===== src/rtl/rc4_crack_sequencer.sv =====
`default_nettype none
// rc4_crack_sequencer: steps each candidate key through the init/KSA/PRGA engines and muxes the S RAM.
// Optional per-phase watchdog: define RC4_WATCHDOG_EN.
module rc4_crack_sequencer #(
  parameter int              KEY_W       = 24,
  parameter logic [KEY_W-1:0] KEY_START  = '0,
  parameter logic [KEY_W-1:0] KEY_MAX    = KEY_W'(22'h3FFFFF),
  parameter int              WDOG_CYCLES = 4096
) (
  input  logic             clk,
  input  logic             restart,
  input  logic             commenco,
  output logic             finito,
  output logic             found,
  output logic             timeout,
  output logic [KEY_W-1:0] key_out,
  output logic             init_start,
  output logic             ksa_start,
  output logic             prga_start,
  input  logic             init_done,
  input  logic             ksa_done,
  input  logic             prga_done,
  input  logic             msg_ok,
  input  logic [7:0]       init_addr,
  input  logic [7:0]       ksa_addr,
  input  logic [7:0]       prga_addr,
  input  logic [7:0]       init_data,
  input  logic [7:0]       ksa_data,
  input  logic [7:0]       prga_data,
  input  logic             init_wen,
  input  logic             ksa_wen,
  input  logic             prga_wen,
  output logic [7:0]       s_address,
  output logic [7:0]       s_data,
  output logic             s_wen
);

  typedef enum logic [3:0] {
    IDLE      = 4'd0,
    INIT_GO   = 4'd1,
    INIT_WAIT = 4'd2,
    KSA_GO    = 4'd3,
    KSA_WAIT  = 4'd4,
    PRGA_GO   = 4'd5,
    PRGA_WAIT = 4'd6,
    CHECK     = 4'd7,
    NEXT_KEY  = 4'd8,
    DONE      = 4'd9
  } state_t;

  state_t state;
  state_t state_nxt;
  logic   start_search;
  logic   wdog_hit;

  assign start_search = commenco && (state == IDLE || state == DONE);
  assign finito       = (state == DONE);

  always_ff @(posedge clk) begin
    if (restart) begin
      state <= IDLE;
    end else begin
      state <= state_nxt;
    end
  end

  always_comb begin
    state_nxt = state;
    case (state)
      IDLE:      if (commenco) state_nxt = INIT_GO;
      INIT_GO:   state_nxt = INIT_WAIT;
      INIT_WAIT: if (init_done) state_nxt = KSA_GO;   else if (wdog_hit) state_nxt = DONE;
      KSA_GO:    state_nxt = KSA_WAIT;
      KSA_WAIT:  if (ksa_done)  state_nxt = PRGA_GO;  else if (wdog_hit) state_nxt = DONE;
      PRGA_GO:   state_nxt = PRGA_WAIT;
      PRGA_WAIT: if (prga_done) state_nxt = CHECK;    else if (wdog_hit) state_nxt = DONE;
      CHECK:     state_nxt = (msg_ok || key_out == KEY_MAX) ? DONE : NEXT_KEY;
      NEXT_KEY:  state_nxt = INIT_GO;
      DONE:      if (commenco) state_nxt = INIT_GO;
      default:   state_nxt = IDLE;
    endcase
  end

  // Start pulses and RAM ownership are pure state decodes so the RAM port sees no extra latency.
  always_comb begin
    init_start = 1'b0;
    ksa_start  = 1'b0;
    prga_start = 1'b0;
    s_wen      = 1'b0;
    s_address  = 8'd0;
    s_data     = 8'd0;
    case (state)
      INIT_GO, INIT_WAIT: begin
        init_start = (state == INIT_GO);
        s_wen      = init_wen;
        s_address  = init_addr;
        s_data     = init_data;
      end
      KSA_GO, KSA_WAIT: begin
        ksa_start = (state == KSA_GO);
        s_wen     = ksa_wen;
        s_address = ksa_addr;
        s_data    = ksa_data;
      end
      PRGA_GO, PRGA_WAIT: begin
        prga_start = (state == PRGA_GO);
        s_wen      = prga_wen;
        s_address  = prga_addr;
        s_data     = prga_data;
      end
      default: ;
    endcase
  end

  always_ff @(posedge clk) begin
    if (restart) begin
      key_out <= KEY_START;
      found   <= 1'b0;
    end else if (start_search) begin
      key_out <= KEY_START;
      found   <= 1'b0;
    end else if (state == CHECK && msg_ok) begin
      found <= 1'b1;
    end else if (state == NEXT_KEY) begin
      key_out <= key_out + 1'b1;
    end
  end

`ifdef RC4_WATCHDOG_EN
  localparam int WDOG_W = $clog2(WDOG_CYCLES + 1);

  logic              in_wait;
  logic [WDOG_W-1:0] wdog_cnt;
  logic              timeout_q;

  assign in_wait  = (state == INIT_WAIT) || (state == KSA_WAIT) || (state == PRGA_WAIT);
  assign wdog_hit = in_wait && (wdog_cnt == WDOG_W'(WDOG_CYCLES - 1));
  assign timeout  = timeout_q;

  // Counter rests at zero outside the wait states, so each wait phase starts a fresh budget.
  always_ff @(posedge clk) begin
    if (restart) begin
      wdog_cnt  <= '0;
      timeout_q <= 1'b0;
    end else begin
      wdog_cnt <= in_wait ? wdog_cnt + 1'b1 : '0;
      if (start_search) begin
        timeout_q <= 1'b0;
      end else if (in_wait && state_nxt == DONE) begin
        timeout_q <= 1'b1;
      end
    end
  end
`else
  assign wdog_hit = 1'b0;
  assign timeout  = 1'b0;
`endif

endmodule
`default_nettype wire


===== config.mk =====
export PLATFORM = sky130hd
export DESIGN_NAME = rc4_crack_sequencer
export DESIGN_NICKNAME = d
export VERILOG_FILES = /design/src/rtl/rc4_crack_sequencer.sv
export SDC_FILE = /design/constraint.sdc
export NUM_CORES = 1
export LEC_CHECK = 0
export ABC_AREA = 1
export CAP_MARGIN = 30
export CORE_MARGIN = 1
export CORE_UTILIZATION = 36
export CTS_BUF_LIST = sky130_fd_sc_hd__clkbuf_4 sky130_fd_sc_hd__clkbuf_8
export CTS_CLUSTER_DIAMETER = 120
export CTS_CLUSTER_SIZE = 24
export DETAILED_ROUTE_END_ITERATION = 6
export PLACE_DENSITY = 0.86
export SYNTH_ARGS = -nofsm -noshare
export SYNTH_HDL_FRONTEND = slang
export SYNTH_SLANG_ARGS = --single-unit

===== constraint.sdc =====
create_clock -name clk -period 1.6 [get_ports clk]
set_clock_uncertainty 0.15 [all_clocks]
set_input_delay 0.16 -clock clk [delete_from_list [all_inputs] [get_ports clk]]
set_output_delay 0.16 -clock clk [all_outputs]
set_load 0.02 [all_outputs]

==> impl_summary.txt, run 1 <==
----------------------------------------------------
[Outcome]
  Status ... finished with violations
  Failing checks ... setup timing

[Worst setup path]
  Top fanout value on the critical path ... 9
  Cell chain of the critical path ... inv_1 > nand2_1 > o22ai_4 > buf_12 > nand2_1 > nand3_1 > buf_6
  Data arrival, critical path ... 1640 ps
  Endpoint class of the critical path ... output pin
  Cell with the most instances on the worst path ... sky130_fd_sc_hd__nand2_1
  Worst Path Required ... 1290 ps
  Setup CP Type ... reg -> out
  Slowest cell on the critical path ... sky130_fd_sc_hd__dfxtp_4
  Maximum single-stage delay on the critical path ... 380 ps
  Category of the worst setup path launch point ... flop

[Clock tree]
  CTS sink count ... 29
  Deepest level of the CTS H-tree ... 2
  Buffer levels on the longest clock path ... 2
  Worst-path clk slew ... about 70 ps
  Clock insertion delay at the later pin of the skew report ... about 290 ps
  Clock buffers created by TritonCTS ... 5
  TritonCTS clock tree ... built
  CTS Root Cell ... sky130_fd_sc_hd__clkbuf_8

[Synthesis]
  Post-Syn Instances ... 324
  Post-synthesis cell area ... 1920 um2
  Avg Synthesized Cell Area ... 5.92 um2
  Syn nets ... 383
  Seq cells post-synth ... 29
  Library cells used by synthesis ... 31
  Synthesis Warnings ... 0
  Fraction of the yosys area taken by sequential cells ... 30.3%

[Drt]
  Routed wire length ... between 8000 and 9000 um
  DRT iter0 DRCs ... 178
  Per-cell routed wire length ... between 15 and 20 um
  DR DRC count ... 0
  Antenna Violating Nets Remaining ... 0
  Via count ... 2,871
  Number of detailed-route iterations in the first pass ... 5
  Via density ... 5.22

[Cells and area]
  Layout net count ... 539
  Antenna Diode Count ... 0
  Final Core Density ... approximately four fifths
  Fill cell instance count of the final layout ... between 300 and 400
  Top library cells by usage in the layout, fill and taps aside ... 92 x sky130_fd_sc_hd__nand2_1, 58 x sky130_fd_sc_hd__clkdlybuf4s50_1, 46 x sky130_fd_sc_hd__nor2_1, 40 x sky130_fd_sc_hd__buf_4, 29 x sky130_fd_sc_hd__inv_1
  Ratio of cells with drive above 1 in the final layout ... 33.3%
  Most common cell after layout, fill and taps aside ... sky130_fd_sc_hd__nand2_1
  Layout-stage area growth over the synthesis result ... 108%

[Global routing]
  Total gr overflow ... 0
  Number of antenna violations at the first check in global routing ... 0
  Via count of the first global-routing pass ... 2,750
  Global-route wire length before repair ... about 12,000 um
  Pin count of the biggest net entering global routing ... 19
  Total global-route track usage ... 28.4%

[STA]
  Post-route clock period utilization ... 122%
  Final worst path period need ... 1950 ps
  Number of hold-slack violations in the final timing report ... 0
  Max Transition Viols Final ... 0
  Worst Slack Setup Final ... -345 ps
  Final hold slack ... 338 ps
  Final setup vio count ... 41
  Maximum clock frequency ... 0.514 GHz
  Unrepaired setup endpoints after global routing ... true
  Final total negative setup slack ... -7100 ps

[Min path]
  HP Class ... reg -> reg

[Die]
  Core area ... 5110 um2
  Total Die Area ... 5620 um2
  Overall die width ... around 75 um
  Vertical die dimension ... 75.0 um
  Rows ... 26
  Initial core utilization ... 37.5%
  I/O pin total ... 105

[Power and ir drop]
  Power, Total ... 5130 uW
  Gate power share ... 70.3%
  Net switching power figure ... 2290 uW
  Net switching share of the total power ... 44.6%
  Clock power frac ... 12.5%
  Leakage component of the power ... 0.00195 uW
  Internal Pwr Total ... 2840 uW
  IR Drop Worst-Case VDD ... around 1.4 mV
  Relative contribution of sequential cells to total power ... 17.2%
  Power density over the cells ... between 1000 and 1500 nW/um2

[Job]
  Max-cap check violation count ... 0

[Placement]
  Place WS ... -520 ps
  Detailed-placement wirelength estimate ... about 5100 um
  Placer's final routability congestion estimate ... 0.860
  Number of I/O port buffers ... 103

----------------------------------------------------
## power groups by stage
stage          Sequential, uW  Clock (uW)  Combinational [uW]
2_1_floorplan             839           0                1240
3_3_place_gp              823           0                2410
3_5_place_dp              829           0                2440
4_1_cts                   852         634                3070
5_1_grt                   892         676                3810
6_report                  881         643                3610
## stage by stage
stage,instance area [um2],cells
after floorplan,1930,324
after detailed placement,3300,526
after CTS,3710,545
final,3990,550
after global placement,3300,526
after global routing,3990,550
## layout make-up
cell class	instances	area, um2	share of cell area [%]
timing repair inverter	1	7.51	0.188
timing repair buffer	152	1520	38.0
inverter	36	148	3.70
tap	70	87.6	2.20
multi-input combinational	255	1540	38.6
clock buffer	7	90.1	2.26
sequential	29	599	15.0
## path summary, 6_finish.rpt
path	to	from	slack, ps	cells past startpoint
worst max-delay path	s_address[4]	state[0]$_SDFFE_PP0P_	-350	7
worst max register to register	key_out[19]$_SDFFE_PP0P_	state[0]$_SDFFE_PP0P_	-230	9
worst min register to register	found$_SDFFE_PP0P_	found$_SDFFE_PP0P_	340	1
worst min-delay path	found$_SDFFE_PP0P_	found$_SDFFE_PP0P_	340	1
## kinds of logic (layout without fill, tap and decap cells)
logic type / Yosys count / count (layout) / synth area share [%]
flops: 29 / 29 / 30.3
simple gates: 232 / 233 / 53.0
compound gates: 19 / 19 / 6.79
xor+xnor: 1 / 1 / 0.457
other cells: 1 / 1 / 0.196
buf+inv: 41 / 196 / 8.62
fa+ha+maj: 1 / 1 / 0.653
## Yosys cell counts (all sizes together)
cell      n  area [um2]
a21oi     7        46.3
nor3     12        65.1
dfxtp    29         581
o22ai     3        31.3
ha        1        12.5
nand2   112         423
o21a      1        7.51
nand3    31         173
o21bai    2        15.0
o21ai     6        30.0
nor3b     2        15.0
conb      1        3.75
inv      36         135
nand3b    2        15.0
buf       5        30.0
nor2     63         263
nand4     9        56.3
xnor2     1        8.76
and2      1        6.26
## routing by layer
layer	wire [um]	global-route usage, %
met1	2790	26.6
met2	4680	55.3
met3	717	9.37
met4	456	13.2
met5	0	0
## state kept, by name, summed over array words and instances, names as in the netlist
register	cells
found	1
key_out	24
state	4
## critical path, delay by kind of cell (launching register included)
family,cells,cell delay [ps]
and+or+nand+nor,3,340
DFF,1,380
AOI/OAI and AO/OA,1,240
buffers and inverters,3,380
## timing repair
item,CTS,global route
endpoints found under the setup margin,64,53
hold buffers,0,0
buffers inserted,8,7
gates cloned,4,1
gates resized for setup,187,68
pin swaps,8,20
No activity file was read; power rests on OpenSTA's default activity.
==> run 2, diff against run 1 <==
--- a/config.mk
+++ b/config.mk
@@ -11,7 +11,7 @@
 export CORE_UTILIZATION = 36
 export CTS_BUF_LIST = sky130_fd_sc_hd__clkbuf_4 sky130_fd_sc_hd__clkbuf_8
 export CTS_CLUSTER_DIAMETER = 120
-export CTS_CLUSTER_SIZE = 24
+export CTS_CLUSTER_SIZE = 28
 export DETAILED_ROUTE_END_ITERATION = 6
 export PLACE_DENSITY = 0.86
 export SYNTH_ARGS = -nofsm -noshare
==> results of run 2 <==
The final DEF is identical to that of run 1; final timing and power are the same.
==> run 3, diff against run 2 <==
--- a/config.mk
+++ b/config.mk
@@ -8,12 +8,12 @@
 export ABC_AREA = 1
 export CAP_MARGIN = 30
 export CORE_MARGIN = 1
-export CORE_UTILIZATION = 36
+export CORE_UTILIZATION = 40
 export CTS_BUF_LIST = sky130_fd_sc_hd__clkbuf_4 sky130_fd_sc_hd__clkbuf_8
 export CTS_CLUSTER_DIAMETER = 120
 export CTS_CLUSTER_SIZE = 28
 export DETAILED_ROUTE_END_ITERATION = 6
-export PLACE_DENSITY = 0.86
+export PLACE_DENSITY = 0.9
 export SYNTH_ARGS = -nofsm -noshare
 export SYNTH_HDL_FRONTEND = slang
 export SYNTH_SLANG_ARGS = --single-unit
==> constraint.sdc (replaced) <==
create_clock -name clk -period 2.1 [get_ports clk]
set_clock_uncertainty 0.15 [all_clocks]
set_input_delay 0.21 -clock clk [delete_from_list [all_inputs] [get_ports clk]]
set_output_delay 0.21 -clock clk [all_outputs]
set_load 0.02 [all_outputs]
==> impl_summary.txt, run 3 (synthesized netlist as in run 1, its figures left out) <==
----------------------------------------------------
[STA]
  Unrepaired setup endpoints after global routing ... true
  Maximum clock frequency ... 0.482 GHz
  Final worst path period need ... ~2100 ps
  Final setup vio count ... 0
  Final hold slack ... 318 ps
  Number of hold-slack violations in the final timing report ... 0
  Max Transition Viols Final ... 0
  Post-route clock period utilization ... 98.8%

[Die]
  Vertical die dimension ... between 70 and 80 um
  Overall die width ... 71.2 um
  Total Die Area ... about 5100 um2
  Initial core utilization ... 42.8%
  I/O pin total ... 105
  Rows ... 24
  Core area ... 4470 um2

[Drt]
  DRT iter0 DRCs ... 108
  Routed wire length ... approximately 6000 um
  Per-cell routed wire length ... 12.3 um
  Antenna Violating Nets Remaining ... 0
  Number of detailed-route iterations in the first pass ... 6
  DR DRC count ... 4
  Via density ... 5.07
  Via count ... 2,537

[Global routing]
  Global-route wire length before repair ... 10,400 um
  Global Route met3 Usage ... 6.61%
  Total gr overflow ... 0
  Met2 Track Usage GR ... 47.7%
  Via count of the first global-routing pass ... 2,451
  Pin count of the biggest net entering global routing ... 16
  Routing layer with the top usage in global route ... met2
  Total global-route track usage ... 25.7%
  Number of antenna violations at the first check in global routing ... 0
  Met1 GRT Util ... 26.2%

[Power and ir drop]
  IR Drop Worst-Case VDD ... ~0.75 mV
  Power, Total ... 2950 uW
  Leakage component of the power ... 0.00139 uW
  Power density over the cells ... 909 nW/um2

[Job]
  Max-cap check violation count ... 0

[Placement]
  Placed cell area ... just over 3000 um2
  Detailed-placement wirelength estimate ... 4700 um
  Placer's final routability congestion estimate ... 0.869
  Number of I/O port buffers ... 103

[Cells and area]
  Layout net count ... 507
  Antenna Diode Count ... 0
  Final design instance area without fill ... 3240 um2
  Top library cells by usage in the layout, fill and taps aside ... 111 x sky130_fd_sc_hd__nand2_1, 82 x sky130_fd_sc_hd__clkdlybuf4s50_1, 57 x sky130_fd_sc_hd__nor2_1, 31 x sky130_fd_sc_hd__inv_1, 29 x sky130_fd_sc_hd__nand3_1
  Max reg flops ... 24
  Largest registers ... key_out: 24 flops, state: 4 flops, found: 1 flops
  Largest register by flop count ... key_out
  Sequential Area ... 583 um2
  Ratio of cells with drive above 1 in the final layout ... 14.3%
  Final Core Density ... 72.5%
  Most common cell after layout, fill and taps aside ... sky130_fd_sc_hd__nand2_1
  Fill cell instance count of the final layout ... 368
  Area of combinational cells with multiple inputs ... 1200 um2
  Layout-stage area growth over the synthesis result ... 69.1%

[Worst setup path]
  Category of the worst setup path launch point ... flop
  Critical Path End ... s_data[7]
  Endpoint class of the critical path ... output pin
  Worst-case reg-to-reg path depth ... 8
  Data arrival, critical path ... 1720 ps
  Setup CP Type ... reg -> out
  FF-to-FF End ... key_out[16]$_SDFFE_PP0P_
  CP startpoint ... state[0]$_SDFFE_PP0P_
  Setup slack on the worst flop-to-flop path ... 240 ps
  Startpoint of the most critical register-to-register path ... key_out[0]$_SDFFE_PP0P_
  Top fanout value on the critical path ... 9
  Worst Path Required ... 1740 ps

[Clock tree]
  Deepest level of the CTS H-tree ... 2
  Clock insertion delay at the later pin of the skew report ... 280 ps
  TritonCTS clock tree ... built
  Clock buffers created by TritonCTS ... 5
  Cts hold-fix bufs ... 0
  CTS sink count ... 29
  Worst-path clk slew ... 60 ps
  CTS Root Cell ... sky130_fd_sc_hd__clkbuf_8
  Buffer levels on the longest clock path ... 2

[Outcome]
  Status ... finished with violations
  Failing checks ... DRC

[Min path]
  HP Class ... reg -> reg

----------------------------------------------------
[run 3: cell count changes in the layout (fill, tap and decap cells not counted), sizes merged]
cell	delta
nor2	-1
dlymetal6s2s	-2
clkdlybuf4s15	+9
buf	-43
clkdlybuf4s50	+24
dlygate4sd2	-18
clkbuf	-1
[run 3: repair_timing]
action	CTS	global route
endpoints found under the hold margin	0	0
resized for setup	59	15
setup endpoints to repair	19	20
setup buffers	8	1
pin swaps	1	0
cloned	1	0
[run 3: cell type report]
type,count,area share (%)
multi-input cells,254,37.1
inverters,36,4.17
repair buffers,121,35.7
clock buffers,7,2.78
well taps,52,2.01
flip-flops and latches,29,18.0
repair inverters,1,0.232
[run 3: layer usage]
layer / vias up / routed length (um) / share of wire (%)
met3: 22 / 421 / 6.9
met4: 0 / 199 / 3.2
met1: 1132 / 2350 / 38
met5: - / 0 / 0
li1: 1275 / - / -
met2: 108 / 3170 / 52
[run 3: metrics by stage]
step	setup slack (ps)	TNS, ps	cells
finish	24.2	0	500
global route	-78.6	-392	500
CTS	-1.68	-1.68	499
detailed placement	-66.9	-566	483
global placement	-6.31	-6.31	483
floorplan	377	0	324
[run 3: power breakdown]
group | total [uW] | internal (uW) | switching, uW
clock | 476 | 272 | 204
combinational | 1830 | 791 | 1040
sequential | 640 | 590 | 49.9
[run 3: how the worst min path moves through the flow]
stage	start	to	slack [ps]	cells after the start
floorplan	restart	state[1]$_SDFFE_PP0P_	130	1
global placement	found$_SDFFE_PP0P_	found$_SDFFE_PP0P_	300	1
detailed placement	found$_SDFFE_PP0P_	found$_SDFFE_PP0P_	310	1
CTS	found$_SDFFE_PP0P_	found$_SDFFE_PP0P_	320	1
global route	found$_SDFFE_PP0P_	found$_SDFFE_PP0P_	350	1
finish	found$_SDFFE_PP0P_	found$_SDFFE_PP0P_	320	1
[run 3: critical path, stage by stage (launching register included)]
cell	delay (ps)
sky130_fd_sc_hd__dfxtp_2	350
sky130_fd_sc_hd__nor2_2	240
sky130_fd_sc_hd__o21ai_4	90
sky130_fd_sc_hd__buf_4	150
sky130_fd_sc_hd__inv_2	130
sky130_fd_sc_hd__nand2_1	80
sky130_fd_sc_hd__nand3_1	80
sky130_fd_sc_hd__clkdlybuf4s15_1	300
